### src/rtl/branch_resolver.sv
// branch_resolver: in-order queue of fetch predictions, checked against EX outcomes;
// redirects and flushes on mispredict, drives predictor updates and perf counters.
module branch_resolver #(
  parameter int DEPTH = 4,
  parameter int PC_W  = 32
) (
  input  logic            clock,
  input  logic            reset,
  input  logic            pred_valid,
  input  logic [PC_W-1:0] pred_pc,
  input  logic            pred_hit,
  input  logic [PC_W-1:0] pred_target,
  output logic            pred_ready,
  input  logic            res_valid,
  input  logic [PC_W-1:0] res_pc,
  input  logic            res_taken,
  input  logic [PC_W-1:0] res_target,
  input  logic [1:0]      res_jumptype,
  output logic            redirect,
  output logic [PC_W-1:0] redirect_pc,
  output logic            upd_valid,
  output logic [PC_W-1:0] upd_pc,
  output logic [PC_W-1:0] upd_target,
  output logic [1:0]      upd_jumptype,
  output logic [31:0]     cnt_resolved,
  output logic [31:0]     cnt_mispred,
  output logic            err_order
);
  localparam int PTR_W = $clog2(DEPTH);
  localparam int CW = PTR_W + 1;
  localparam logic [PTR_W:0] FULL = DEPTH[PTR_W:0];
  typedef enum logic {RUN, FLUSH} state_t;
  state_t state_q, state_d;
  logic [PC_W-1:0] pc_q [DEPTH];
  logic [PC_W-1:0] nx_q [DEPTH];
  logic [PTR_W-1:0] head_q, head_d, tail_q, tail_d;
  logic [PTR_W:0] count_q, count_d;
  logic redirect_q, redirect_d, upd_valid_q, upd_valid_d, err_q, err_d;
  logic [PC_W-1:0] redirect_pc_q, redirect_pc_d, upd_pc_q, upd_pc_d, upd_target_q, upd_target_d;
  logic [1:0] upd_jt_q, upd_jt_d;
  logic [31:0] cnt_res_q, cnt_res_d, cnt_mispred_q, cnt_mispred_d;
  logic push, res_act, pop, empty, mispred, upd;
  logic [PC_W-1:0] pred_next, actual_next;
  always_comb begin
    empty = count_q == '0;
    pred_ready = (count_q != FULL) && state_q == RUN;
    push = pred_valid && pred_ready;
    res_act = res_valid && state_q == RUN;
    pop = res_act && !empty;
    pred_next = pred_hit ? pred_target : pred_pc + PC_W'(4);
    actual_next = res_taken ? res_target : res_pc + PC_W'(4);
    mispred = pop && nx_q[head_q] != actual_next;
    upd = pop && res_jumptype != 2'b00;
    state_d = (state_q == RUN && mispred) ? FLUSH : RUN;
    // a mispredict empties the queue and drops any push arriving in the same cycle
    head_d = mispred ? tail_q : head_q + PTR_W'(pop);
    tail_d = mispred ? tail_q : tail_q + PTR_W'(push);
    count_d = mispred ? '0 : count_q + CW'(push) - CW'(pop);
    redirect_d = mispred;
    redirect_pc_d = mispred ? actual_next : redirect_pc_q;
    upd_valid_d = upd;
    upd_pc_d = upd ? res_pc : upd_pc_q;
    upd_target_d = upd ? res_target : upd_target_q;
    upd_jt_d = upd ? res_jumptype : upd_jt_q;
    cnt_res_d = cnt_res_q + {31'd0, pop && !(&cnt_res_q)};
    cnt_mispred_d = cnt_mispred_q + {31'd0, mispred && !(&cnt_mispred_q)};
    err_d = err_q || (res_act && (empty || pc_q[head_q] != res_pc));
  end
  always_ff @(posedge clock) begin
    if (push) begin
      pc_q[tail_q] <= pred_pc;
      nx_q[tail_q] <= pred_next;
    end
  end
  always_ff @(posedge clock) begin
    if (reset) begin
      state_q <= RUN;
      head_q <= '0;
      tail_q <= '0;
      count_q <= '0;
      redirect_q <= 1'b0;
      redirect_pc_q <= '0;
      upd_valid_q <= 1'b0;
      upd_pc_q <= '0;
      upd_target_q <= '0;
      upd_jt_q <= 2'b00;
      cnt_res_q <= '0;
      cnt_mispred_q <= '0;
      err_q <= 1'b0;
    end else begin
      state_q <= state_d;
      head_q <= head_d;
      tail_q <= tail_d;
      count_q <= count_d;
      redirect_q <= redirect_d;
      redirect_pc_q <= redirect_pc_d;
      upd_valid_q <= upd_valid_d;
      upd_pc_q <= upd_pc_d;
      upd_target_q <= upd_target_d;
      upd_jt_q <= upd_jt_d;
      cnt_res_q <= cnt_res_d;
      cnt_mispred_q <= cnt_mispred_d;
      err_q <= err_d;
    end
  end
  assign redirect = redirect_q;
  assign redirect_pc = redirect_pc_q;
  assign upd_valid = upd_valid_q;
  assign upd_pc = upd_pc_q;
  assign upd_target = upd_target_q;
  assign upd_jumptype = upd_jt_q;
  assign cnt_resolved = cnt_res_q;
  assign cnt_mispred = cnt_mispred_q;
  assign err_order = err_q;
endmodule

### config.mk
export PLATFORM = sky130hd
export DESIGN_NAME = branch_resolver
export DESIGN_NICKNAME = d
export VERILOG_FILES = /design/src/rtl/branch_resolver.sv
export SDC_FILE = /design/constraint.sdc
export NUM_CORES = 1
export LEC_CHECK = 0
export CORE_UTILIZATION = 55
export DETAILED_ROUTE_END_ITERATION = 12
export PLACE_DENSITY = 0.9
export SYNTH_ARGS = -nofsm -noshare
export SYNTH_HDL_FRONTEND = slang
export SYNTH_SLANG_ARGS = --single-unit
export TNS_END_PERCENT = 100
### constraint.sdc
create_clock -name clock -period 17.25 [get_ports clock]
set_clock_uncertainty 0.05 [all_clocks]
set_input_delay 4.3125 -clock clock [delete_from_list [all_inputs] [get_ports clock]]
set_output_delay 4.3125 -clock clock [all_outputs]
set_load 0.02 [all_outputs]
==> results of run 1 <==
==> flip-flops by register name, indices dropped and copies added, names as in the netlist <==
register / flops
nx_q: 128
pc_q: 128
cnt_mispred: 32
cnt_resolved: 32
redirect_pc: 32
upd_pc: 32
upd_target: 32
count_q: 3
head_q: 2
tail_q: 2
upd_jumptype: 2
err_order: 1
redirect: 1
state_q: 1
upd_valid: 1
==> cells in the mapped netlist (3+ instances only) <==
cell type / instances
a211o_1: 4
a211oi_1: 7
a21boi_1: 4
a21o_1: 3
a21oi_1: 100
a22oi_1: 4
a31oi_1: 8
and2_1: 6
and3_1: 15
and4_1: 13
buf_1: 11
buf_2: 21
buf_4: 4
buf_6: 3
clkbuf_1: 60
dfxtp_1: 173
edfxtp_1: 256
ha_1: 10
inv_1: 14
mux2_2: 3
mux2i_1: 14
mux4_2: 64
nand2_1: 234
nand2b_1: 13
nand3_1: 60
nand4_1: 44
nor2_1: 89
nor2b_1: 11
nor3_1: 27
nor4_1: 21
o211ai_1: 11
o21a_1: 6
o21ai_0: 56
o21ai_1: 13
o31a_1: 5
o31ai_1: 11
or2_2: 5
or3_1: 19
or4_1: 7
xnor2_1: 50
xor2_1: 93
==> through the flow <==
step                      instance area (um2)  setup slack, ps  total power (uW)  hold WS [ps]  util (%)
after floorplan                         19000             7880              1940           443         -
after global placement                  22300             7200              2270           391      65.9
after detailed placement                22300             6920              2300           396      65.9
after CTS                               23700             7450              3230           404      70.1
after global routing                    23700             6950              3340           418      70.1
final                                   23700             7350              3220           406      70.1
==> worst max-delay path: stages <==
cell and delay, ps:
clkdlybuf4s50_1 710, and4_1 560, nand4_1 520, o311a_1 510
a221oi_1 420, xor2_1 110, and3_1 180, nand4_1 90
buf_4 260, nand2_1 380, nor2_1 220, ha_1 250
ha_1 310, nand2_1 130, nor2_1 270, nand2_1 160
or2_2 360, or3_1 350, a21oi_1 170
==> path summary, 6_finish.rpt <==
kind	end
setup / recovery	cnt_mispred[26]
hold / removal	upd_pc[15]
setup reg to reg	cnt_mispred[26]
hold reg to reg	upd_pc[15]
==> metal layers <==
layer  wire, um  up-vias
met3       5280      110
met5          0        -
li1           -     6453
met4       1780        0
met1      21000     7045
met2      26800      903
==> logic make-up (layout without fill, tap and decap cells) <==
family,after synthesis,after routing
flip-flops,429,429
XOR/XNOR,144,144
other,0,2
adder cells (fa/ha/maj),11,11
multiplexers,81,81
AND/OR/NAND/NOR,572,572
AO/OA/AOI/OAI,257,257
buffers and inverters,116,409
==> power groups by stage <==
stage | combinational (uW) | sequential, uW | clock (uW)
2_1_floorplan | 569 | 1370 | 0
3_3_place_gp | 928 | 1340 | 0
3_5_place_dp | 945 | 1360 | 0
4_1_cts | 956 | 1340 | 934
5_1_grt | 1010 | 1350 | 975
6_report | 961 | 1340 | 924
==> area by class of cell <==
| type | count | area [um2] | area share [%] |
|---|---|---|---|
| Multi-Input combinational cell | 1065 | 7370 | 31.1 |
| Clock buffer | 54 | 1150 | 4.86 |
| Timing Repair Buffer | 316 | 3110 | 13.1 |
| Tap cell | 448 | 561 | 2.37 |
| Clock inverter | 22 | 256 | 1.08 |
| Sequential cell | 429 | 11200 | 47.1 |
| Antenna cell | 2 | 5.00 | 0.0211 |
| Inverter | 17 | 63.8 | 0.269 |
==> metrics.md, run 1 <==
| Metric | Value |
|---|---|
| Most frequent cells in the layout | `clkdlybuf4s50_1, edfxtp_1, nand2_1, dfxtp_1, a21oi_1` |
| Netlist area before placement | `19000 um2` |
| Clock Power Share | `28.7%` |
| # DRC | `0` |
| Avg Cell Area, Syn | `11.8 um2` |
| Core ar. | `33800 um2` |
| Min Clock Period, post-route | `9900 ps` |
| Post-DRT Antenna Nets | `0` |
| Reg2Reg Depth | `19` |
| Setup Viol. Count Final | `0` |
| Startpoint types | `input pin` |
| Post-synthesis register bit count | `429` |
| Psw | `1030 uW` |
| Synth Flop Type | `edfxtp_1` |
| Post-synthesis mux area share | `8.51%` |
| Main combinational cell family by area after synthesis | `simple AND/OR/NAND/NOR gates` |
| Hold depth | `2` |
| RSZ-0062 raised after global routing | `false` |
| R2r setup slk | `10930 ps` |
| Max Slew Vio Count | `0` |
| Post-CTS Setup Inserts | `0` |
| Hold_buf cts | `0` |
| Met2 Usage GRT | `51.5%` |
| TNS Setup | `0 ps` |
| Max VDD drop | `130 uV` |
| Least-Margin Pin Slew | `1080 ps` |
| Worst Hold Launch | `upd_pc[15]` |
| Crit end category | `flop` |
| Most used routing layer | `met2` |
| GRT overflow | `0` |
| Global placement routability congestion | `0.937` |
| Number of global-route vias before repair | `13800` |
| First-pass GRT wire length | `82300 um` |
| Initial drt markers | `1635` |
| Worst-path clk slew | `60 ps` |
| Fillers | `2320` |
| Cell count after synthesis | `1610` |
| Max Clk Rate | `0.101 GHz` |
| Arr. time, crit path | `10300 ps` |
| Non-Filler Instances | `2353` |
| Max-slew headroom | `27.8%` |
| Initial Util | `56.2%` |
| Status | `finished clean` |
| Synth async-reset ratio | `0%` |
| Hold Vio Cnt, Final | `0` |
| Reg-to-Reg Start | `head_q[0]` |
| Grt met1 use | `40.9%` |
| HPWL after DPL | `38700 um` |
| Area grow syn2layout | `24.7%` |
| P_int | `2190 uW` |
| CTS tree | `yes` |
| Syn. warnings | `0` |
| Wirelength per Cell | `23.3 um` |
| Vias per cell | `6.17` |
| Xor-xnor portion of the synthesized cell area | `6.72%` |
| Simple-Gate Fraction of Synth Area | `14.4%` |
| IO Pins | `302` |
| Leading cell type in the layout, fill and taps excluded | `clkdlybuf4s50_1` |
| Post-CTS Resized | `0` |
| Clk sinks | `429` |
| Hold WC Path Type | `reg2reg` |
| Comb power frac | `29.8%` |
| Fin nets | `2019` |
| Adder-cell area share of the yosys netlist | `0.765%` |
| Switching portion of total power | `31.9%` |
| Critical Path RT | `17650 ps` |
| Power Dens Cells | `136 nW/um2` |
| Layout cells sized above 1 | `9.25%` |
| Cts bufs inserted | `43` |
| Synth top area cells | `edfxtp_1, dfxtp_1, mux4_2` |
| WS Path Type | `in2reg` |
| # H-tree levels | `2` |
| Clk buf depth | `3` |
| Pin count of the biggest net entering global routing | `99` |
| Syn nets | `1757` |
| Leak | `0.00778 uW` |
| DR pass1 iterations | `6` |
| IO buf count | `301` |
| Die Ht | `188 um` |
| Period utilization | `57.4%` |
| Sequential area share after synthesis | `58.7%` |
| Top cell type's share of synthesized area | `40.5%` |
| Crit path from | `res_pc[6]` |
| EDFF count, synth | `256` |
| Routed WL | `54900 um` |
| GRT Resource Usage Total | `30.8%` |
| Leading area contributor after synthesis | `edfxtp_1` |
| Crit Path Max Fanout | `23` |
| Initial antenna violation count | `1` |
| Reg power frac | `41.5%` |
| Row Count | `67` |
| Die width | `188 um` |
| CTS Root Cell | `clkbuf_16` |
| Complex-gate fraction of the synthesized area | `8.21%` |
| Die area | `35300 um2` |
| Worst-Skew Late Latency | `560 ps` |
| Distinct cells, synth | `68` |
| MaxCap Viol Count | `0` |
| Detailed-route via count | `14500` |
| Cells after DPL | `2275` |
| Met3 usage | `5.11%` |
Power figures use the tool's default switching activity.
==> run 2, diff against run 1 <==
--- a/config.mk
+++ b/config.mk
@@ -5,9 +5,9 @@
 export SDC_FILE = /design/constraint.sdc
 export NUM_CORES = 1
 export LEC_CHECK = 0
-export CORE_UTILIZATION = 55
+export CORE_UTILIZATION = 49
 export DETAILED_ROUTE_END_ITERATION = 12
-export PLACE_DENSITY = 0.9
+export PLACE_DENSITY = 0.85
 export SYNTH_ARGS = -nofsm -noshare
 export SYNTH_HDL_FRONTEND = slang
 export SYNTH_SLANG_ARGS = --single-unit
==> constraint.sdc (replaced) <==
create_clock -name clock -period 8.2 [get_ports clock]
set_clock_uncertainty 0.05 [all_clocks]
set_input_delay 2.05 -clock clock [delete_from_list [all_inputs] [get_ports clock]]
set_output_delay 2.05 -clock clock [all_outputs]
set_load 0.02 [all_outputs]
==> run 2 against run 1 <==
Die area increased by 12%; clock power increased by 130%; clock-buffer cell count decreased by 2; highest routed layer is now met5.
==> metrics.md, run 2 (synthesized netlist as in run 1, its figures left out) <==
| Metric | Value |
|---|---|
| Status | `finished clean (unchanged)` |
| Post-DRT Antenna Nets | `0 (unchanged)` |
| Hold_buf cts | `0 (unchanged)` |
| Reg power frac | `40.4% (was 41.5%)` |
| Hold Vio Cnt, Final | `0 (unchanged)` |
| Max Slew Vio Count | `0 (unchanged)` |
| Post-route worst setup slack | `1510 ps (was 7350 ps)` |
| Cts bufs inserted | `43 (unchanged)` |
| MaxCap Viol Count | `0 (unchanged)` |
| Vias per cell | `5.96 (was 6.17)` |
| DR pass1 iterations | `8 (was 6)` |
| Core ar. | `37900 um2 (was 33800 um2)` |
| Setup WS pre-CTS | `986 ps (was 6920 ps)` |
| # DRC | `0 (unchanged)` |
| Cells after DPL | `2342 (was 2275)` |
| Delay-heaviest family, CP | `simple AND/OR/NAND/NOR gates (unchanged)` |
| Setup Viol. Count Final | `0 (unchanged)` |
| HPWL after DPL | `40100 um (was 38700 um)` |
| Switching portion of total power | `31.7% (was 31.9%)` |
| Critical Path RT | `8660 ps (was 17650 ps)` |
| Max Clk Rate | `0.150 GHz` |
| IO Pins | `302 (unchanged)` |
| Crit path largest cell delay | `720 ps (was 710 ps)` |
| Worst-Skew Late Latency | `590 ps (was 560 ps)` |
| Clock Power Share | `30.7% (was 28.7%)` |
| Layout cells sized above 1 | `9.37% (was 9.25%)` |
| Power Dens Cells | `292 nW/um2 (was 136 nW/um2)` |
| Initial Util | `50.0% (was 56.2%)` |
| Design area | `23900 um2 (was 23700 um2)` |
| Crit Path Max Fanout | `11 (was 23)` |
| Initial antenna violation count | `4 (was 1)` |
| Comb power frac | `28.9% (was 29.8%)` |
| Period utilization | `81.5%` |
| Most frequent cells in the layout | `clkdlybuf4s50_1, edfxtp_1, nand2_1, dfxtp_1, a21oi_1 (unchanged)` |
| P_int | `4770 uW (was 2190 uW)` |
| Max-slew headroom | `14.8% (was 27.8%)` |
| # H-tree levels | `2 (unchanged)` |
| Initial drt markers | `1336 (was 1635)` |
| Post-CTS Resized | `0 (unchanged)` |
| Psw | `2210 uW (was 1030 uW)` |
| Leading cell type in the layout, fill and taps excluded | `clkdlybuf4s50_1 (unchanged)` |
| Max stage delay cell, worst path | `clkdlybuf4s50_1 (unchanged)` |
| Most used cell, CP | `nand2_1 (unchanged)` |
| Min Clock Period, post-route | `6690 ps` |
| CP bufs+invs | `2 (unchanged)` |
| Clk buf depth | `3 (unchanged)` |
| Die area | `39500 um2 (was 35300 um2)` |
| Worst-path clk slew | `60 ps (about the same)` |
| Wirelength per Cell | `23.7 um (was 23.3 um)` |
| Post-CTS Setup Inserts | `0 (unchanged)` |
| Worst-path cell chain | `clkdlybuf4s50_1 -> and4_1 -> nand4_1 -> buf_4 -> o311a_1 -> a221oi_1 -> xor2_1 -> and3_1 -> nand4_1 -> nand2_1 -> nor2_1 -> ha_1 -> ha_1 -> nand2_1 -> nor2_1 -> nand2_1 -> or2_2 -> or3_1 -> a21oi_1 (was clkdlybuf4s50_1 -> and4_1 -> nand4_1 -> o311a_1 -> a221oi_1 -> xor2_1 -> and3_1 -> nand4_1 -> buf_4 -> nand2_1 -> nor2_1 -> ha_1 -> ha_1 -> nand2_1 -> nor2_1 -> nand2_1 -> or2_2 -> or3_1 -> a21oi_1)` |
| Number of global-route vias before repair | `14000 (was 13800)` |
| Non-Filler Instances | `2425 (was 2353)` |
| TNS Setup | `0 ps (unchanged)` |
| Area grow syn2layout | `26.0% (was 24.7%)` |
| Fin nets | `2023 (was 2019)` |
| Crit end category | `flop (unchanged)` |
| Max VDD drop | `197 uV (was 130 uV)` |
| Leak | `0.00785 uW (was 0.00778 uW)` |
| Least-Margin Pin Slew | `1270 ps (was 1080 ps)` |
| CTS tree | `yes (unchanged)` |
| Row Count | `71 (was 67)` |
| Hold WC Path Type | `reg2reg (unchanged)` |
| Detailed-route via count | `14500 (about the same)` |
| Routed WL | `57500 um (was 54900 um)` |
| First-pass GRT wire length | `84000 um (was 82300 um)` |
| Die Ht | `199 um (was 188 um)` |
| RSZ-0062 raised after global routing | `false (unchanged)` |
| Placed inst area | `22400 um2 (was 22300 um2)` |
| Global placement routability congestion | `0.923 (was 0.937)` |
| Pin count of the biggest net entering global routing | `66 (was 99)` |
| GRT Resource Usage Total | `28.8% (was 30.8%)` |
| Die width | `199 um (was 188 um)` |
| GRT overflow | `0 (unchanged)` |
| Clk sinks | `429 (unchanged)` |
| Arr. time, crit path | `7140 ps (was 10300 ps)` |
| Biggest regs | `nx_q: 128 flops, pc_q: 128 flops (unchanged)` |
| Startpoint types | `input pin (unchanged)` |
| WS Path Type | `in2reg (unchanged)` |
| CTS Root Cell | `clkbuf_16 (unchanged)` |
| IO buf count | `301 (unchanged)` |
[run 2: changes by cell type in the layout (fill, tap and decap cells not counted), sizes merged]
cell and change:
inv +1, clkbuf -2, diode +1, clkinv -1, bufinv +5, clkinvlp +1, buf +4
[run 2: worst paths after layout]
| path | endpoint | depth (start not counted) | from | slack [ps] |
|---|---|---|---|---|
| hold reg to reg | upd_target[7] | 2 | upd_target[7] | 400 |
| hold / removal | upd_target[7] | 2 | upd_target[7] | 400 |
| setup / recovery | cnt_mispred[26] | 19 | res_pc[6] | 1510 |
| setup reg to reg | cnt_mispred[26] | 18 | head_q[1] | 3030 |
[run 2: area by class of cell]
class,instances,area (um2)
sequential,429,11200
multi-input combinational,1065,7370
inverter,17,63.8
clock buffer,52,1130
tap,511,639
antenna,3,7.51
timing repair buffer,320,3140
clock inverter,28,405
fill,2830,14000
[run 2: power by group through the flow]
stage	logic [uW]	clock network, uW	registers, uW
after floorplan	1200	0	2890
after global placement	1960	0	2830
after detailed placement	1990	0	2860
after CTS	2010	2160	2830
after global routing	2130	2250	2850
final	2020	2150	2820
[run 2: worst reg2reg max path, cell delays in order, from the launching register on]
cell     delay [ps]
dfxtp_2         680
buf_4           530
mux4_2          490
xnor2_1         250
nor2_1           80
a31o_2          240
o31ai_1         240
nor4_1          130
nand4_1         160
nand2_1         140
nor2_1          140
ha_1            240
ha_1            300
nand2_1         120
nor2_1          290
nand2_1         170
or2_2           360
or3_1           320
a21oi_1         160
[run 2: metal layers]
metal | up-vias | wire (um) | GRT usage [%]
li1 | 6468 | - | -
met1 | 7101 | 22300 | 36.7
met2 | 751 | 27100 | 47.1
met3 | 129 | 5840 | 6.82
met4 | 2 | 2220 | 12.1
met5 | - | 13 | 0
[run 2: per-stage QoR]
stage / utilization (%) / hold WS [ps] / power [uW]
after detailed placement: 59.0 / 396 / 4860
after floorplan: - / 443 / 4080
after global routing: 63.0 / 422 / 7240
after global placement: 59.0 / 390 / 4790
final: 63.1 / 403 / 6990
after CTS: 63.0 / 404 / 7000
==> run 3, diff against run 2 <==
==> constraint.sdc (replaced) <==
create_clock -name clock -period 6.15 [get_ports clock]
set_clock_uncertainty 0.05 [all_clocks]
set_input_delay 1.5375 -clock clock [delete_from_list [all_inputs] [get_ports clock]]
set_output_delay 1.5375 -clock clock [all_outputs]
set_load 0.02 [all_outputs]
==> run 3 against run 2 <==
Highest routed layer unchanged; critical path depth unchanged; core utilization increased by 0.90 points; die area unchanged; design area increased by 1.4%; final cell count increased by 2.4%; sequential cell count unchanged; sequential power increased by 33%.
==> metrics.md, run 3 (synthesized netlist as in run 1, its figures left out) <==
| Metric | Value |
|---|---|
| Min Clock Period, post-route | `5530 ps` |
| Switching portion of total power | `32.1% (was 31.7%)` |
| GRT Resource Usage Total | `28.7% (was 28.8%)` |
| Reg-to-Reg Start | `head_q[0] (was head_q[1])` |
| Leak | `0.00810 uW (was 0.00785 uW)` |
| Detailed-route via count | `14500 (about the same)` |
| IO Pins | `302 (unchanged)` |
| Arr. time, crit path | `5920 ps (was 7140 ps)` |
| Max-slew headroom | `30.0% (was 14.8%)` |
| Worst-Skew Late Latency | `590 ps (about the same)` |
| Least-Margin Pin Slew | `1050 ps (was 1270 ps)` |
| Initial Util | `50.0% (unchanged)` |
| Crit Path Max Fanout | `5 (was 11)` |
| Max Clk Rate | `0.181 GHz` |
| Hold_buf cts | `0 (unchanged)` |
| Clk buf depth | `3 (unchanged)` |
| Number of global-route vias before repair | `14100 (was 14000)` |
| GRT overflow | `0 (unchanged)` |
| Post-route worst setup slack | `616 ps (was 1510 ps)` |
| Wirelength per Cell | `23.0 um (was 23.7 um)` |
| R2r endpoint | `cnt_mispred[25] (was cnt_mispred[26])` |
| Die width | `199 um (unchanged)` |
| Routed WL | `57100 um (was 57500 um)` |
| Post-CTS Setup Inserts | `0 (unchanged)` |
| Global placement routability congestion | `0.909 (was 0.923)` |
| Most frequent cells in the layout | `clkdlybuf4s50_1, edfxtp_1, nand2_1, dfxtp_1, a21oi_1 (unchanged)` |
| Startpoint types | `input pin (unchanged)` |
| Setup WS pre-CTS | `18.1 ps (was 986 ps)` |
| Initial drt markers | `1177 (was 1336)` |
| Clock Power Share | `28.8% (was 30.7%)` |
| RSZ-0062 raised after global routing | `false (unchanged)` |
| Biggest regs | `nx_q: 128 flops, pc_q: 128 flops (unchanged)` |
| Hold Vio Cnt, Final | `0 (unchanged)` |
| Hold WC Path Type | `reg2reg (unchanged)` |
| CTS Root Cell | `clkbuf_16 (unchanged)` |
| WS Path Type | `in2reg (unchanged)` |
| Leading cell type in the layout, fill and taps excluded | `clkdlybuf4s50_1 (unchanged)` |
| Max VDD drop | `196 uV (was 197 uV)` |
| Pwr Total | `9090 uW (was 6990 uW)` |
| Setup Viol. Count Final | `0 (unchanged)` |
| Psw | `2920 uW (was 2210 uW)` |
| Cts bufs inserted | `43 (unchanged)` |
| Status | `finished clean (unchanged)` |
| Reg power frac | `41.2% (was 40.4%)` |
| Post-DRT Antenna Nets | `0 (unchanged)` |
| Die area | `39500 um2 (unchanged)` |
| MaxCap Viol Count | `0 (unchanged)` |
| Area grow syn2layout | `27.8% (was 26.0%)` |
| Vias per cell | `5.85 (was 5.96)` |
| R2r setup slk | `1270 ps (was 3030 ps)` |
| Row Count | `71 (unchanged)` |
| Initial antenna violation count | `2 (was 4)` |
| # DRC | `0 (unchanged)` |
| Crit path to | `cnt_mispred[25] (was cnt_mispred[26])` |
| Period utilization | `90.0%` |
| P_int | `6170 uW (was 4770 uW)` |
| IO buf count | `301 (unchanged)` |
| CTS tree | `yes (unchanged)` |
| Clk sinks | `429 (unchanged)` |
| Comb power frac | `30.0% (was 28.9%)` |
| Fin nets | `2082 (was 2023)` |
| Reg2Reg Depth | `17 (was 18)` |
| Worst-path clk slew | `60 ps (about the same)` |
| Max Slew Vio Count | `0 (unchanged)` |
| HPWL after DPL | `41400 um (was 40100 um)` |
| First-pass GRT wire length | `84700 um (was 84000 um)` |
| Power Dens Cells | `375 nW/um2 (was 292 nW/um2)` |
| TNS Setup | `0 ps (unchanged)` |
| Crit path from | `res_pc[2] (was res_pc[6])` |
| Crit end category | `flop (unchanged)` |
| DR pass1 iterations | `8 (unchanged)` |
| # H-tree levels | `2 (unchanged)` |
| Die Ht | `199 um (unchanged)` |
| Layout cells sized above 1 | `12.0% (was 9.37%)` |
| Core ar. | `37900 um2 (unchanged)` |
| Critical Path RT | `6540 ps (was 8660 ps)` |
| Pin count of the biggest net entering global routing | `74 (was 66)` |
| Post-CTS Resized | `0 (unchanged)` |
[run 3: worst min path at each step]
stage,startpoint,end,slack (ps),cells after the start
6_report,upd_target[12],upd_target[12],410,2
5_1_grt,upd_target[14],upd_target[14],420,2
3_5_place_dp,upd_target[24],upd_target[24],400,2
4_1_cts,upd_target[24],upd_target[24],410,2
2_1_floorplan,tail_q[1],tail_q[1],450,2
3_3_place_gp,upd_pc[17],upd_pc[17],390,2
[run 3: worst max-delay path, cell delays in order]
cell and delay (ps):
clkdlybuf4s50_1 480, ha_1 280, and4_1 330, nand3_4 110, or4_1 450, and4_1 220
or4b_1 520, nor4_2 320, nand4_1 250, nand2_1 210, nor2_1 70, ha_1 200
and3_1 180, nor2b_1 140, and2_1 160, nor2b_1 170, nand2_1 90, xor2_1 150
nor2_1 50
[run 3: layer usage]
layer	vias up	share of wire [%]	GRT usage, %
met5	-	0.019	0
met4	2	3.3	10.9
met3	115	9.4	5.83
met2	725	48	46.8
met1	7094	39	37.8
li1	6585	-	-
[run 3: metrics by stage]
| stage | utilization [%] | instances | hold WS (ps) | area (um2) |
|---|---|---|---|---|
| after detailed placement | 60.2 | 2401 | 398 | 22800 |
| after global placement | 60.2 | 2401 | 393 | 22800 |
| after global routing | 63.9 | 2480 | 424 | 24300 |
| after CTS | 63.9 | 2479 | 407 | 24300 |
| after floorplan | - | 1610 | 453 | 19000 |
| final | 64.0 | 2482 | 407 | 24300 |
[run 3: area by class of cell]
| class | instances | area (um2) |
|---|---|---|
| diodes | 3 | 7.51 |
| well taps | 511 | 639 |
| flip-flops and latches | 429 | 11200 |
| inverters | 17 | 63.8 |
| clock buffers | 58 | 1170 |
| repair buffers | 379 | 3600 |
| multi-input cells | 1065 | 7380 |
| clock inverters | 20 | 241 |
| fillers | 2790 | 13700 |
[run 3: power by group through the flow]
stage / combinational, uW / sequential, uW / clock, uW
floorplan: 1600 / 3840 / 0
global route: 2890 / 3790 / 2750
finish: 2730 / 3750 / 2620
global placement: 2640 / 3760 / 0
detailed placement: 2700 / 3800 / 0
CTS: 2720 / 3750 / 2630
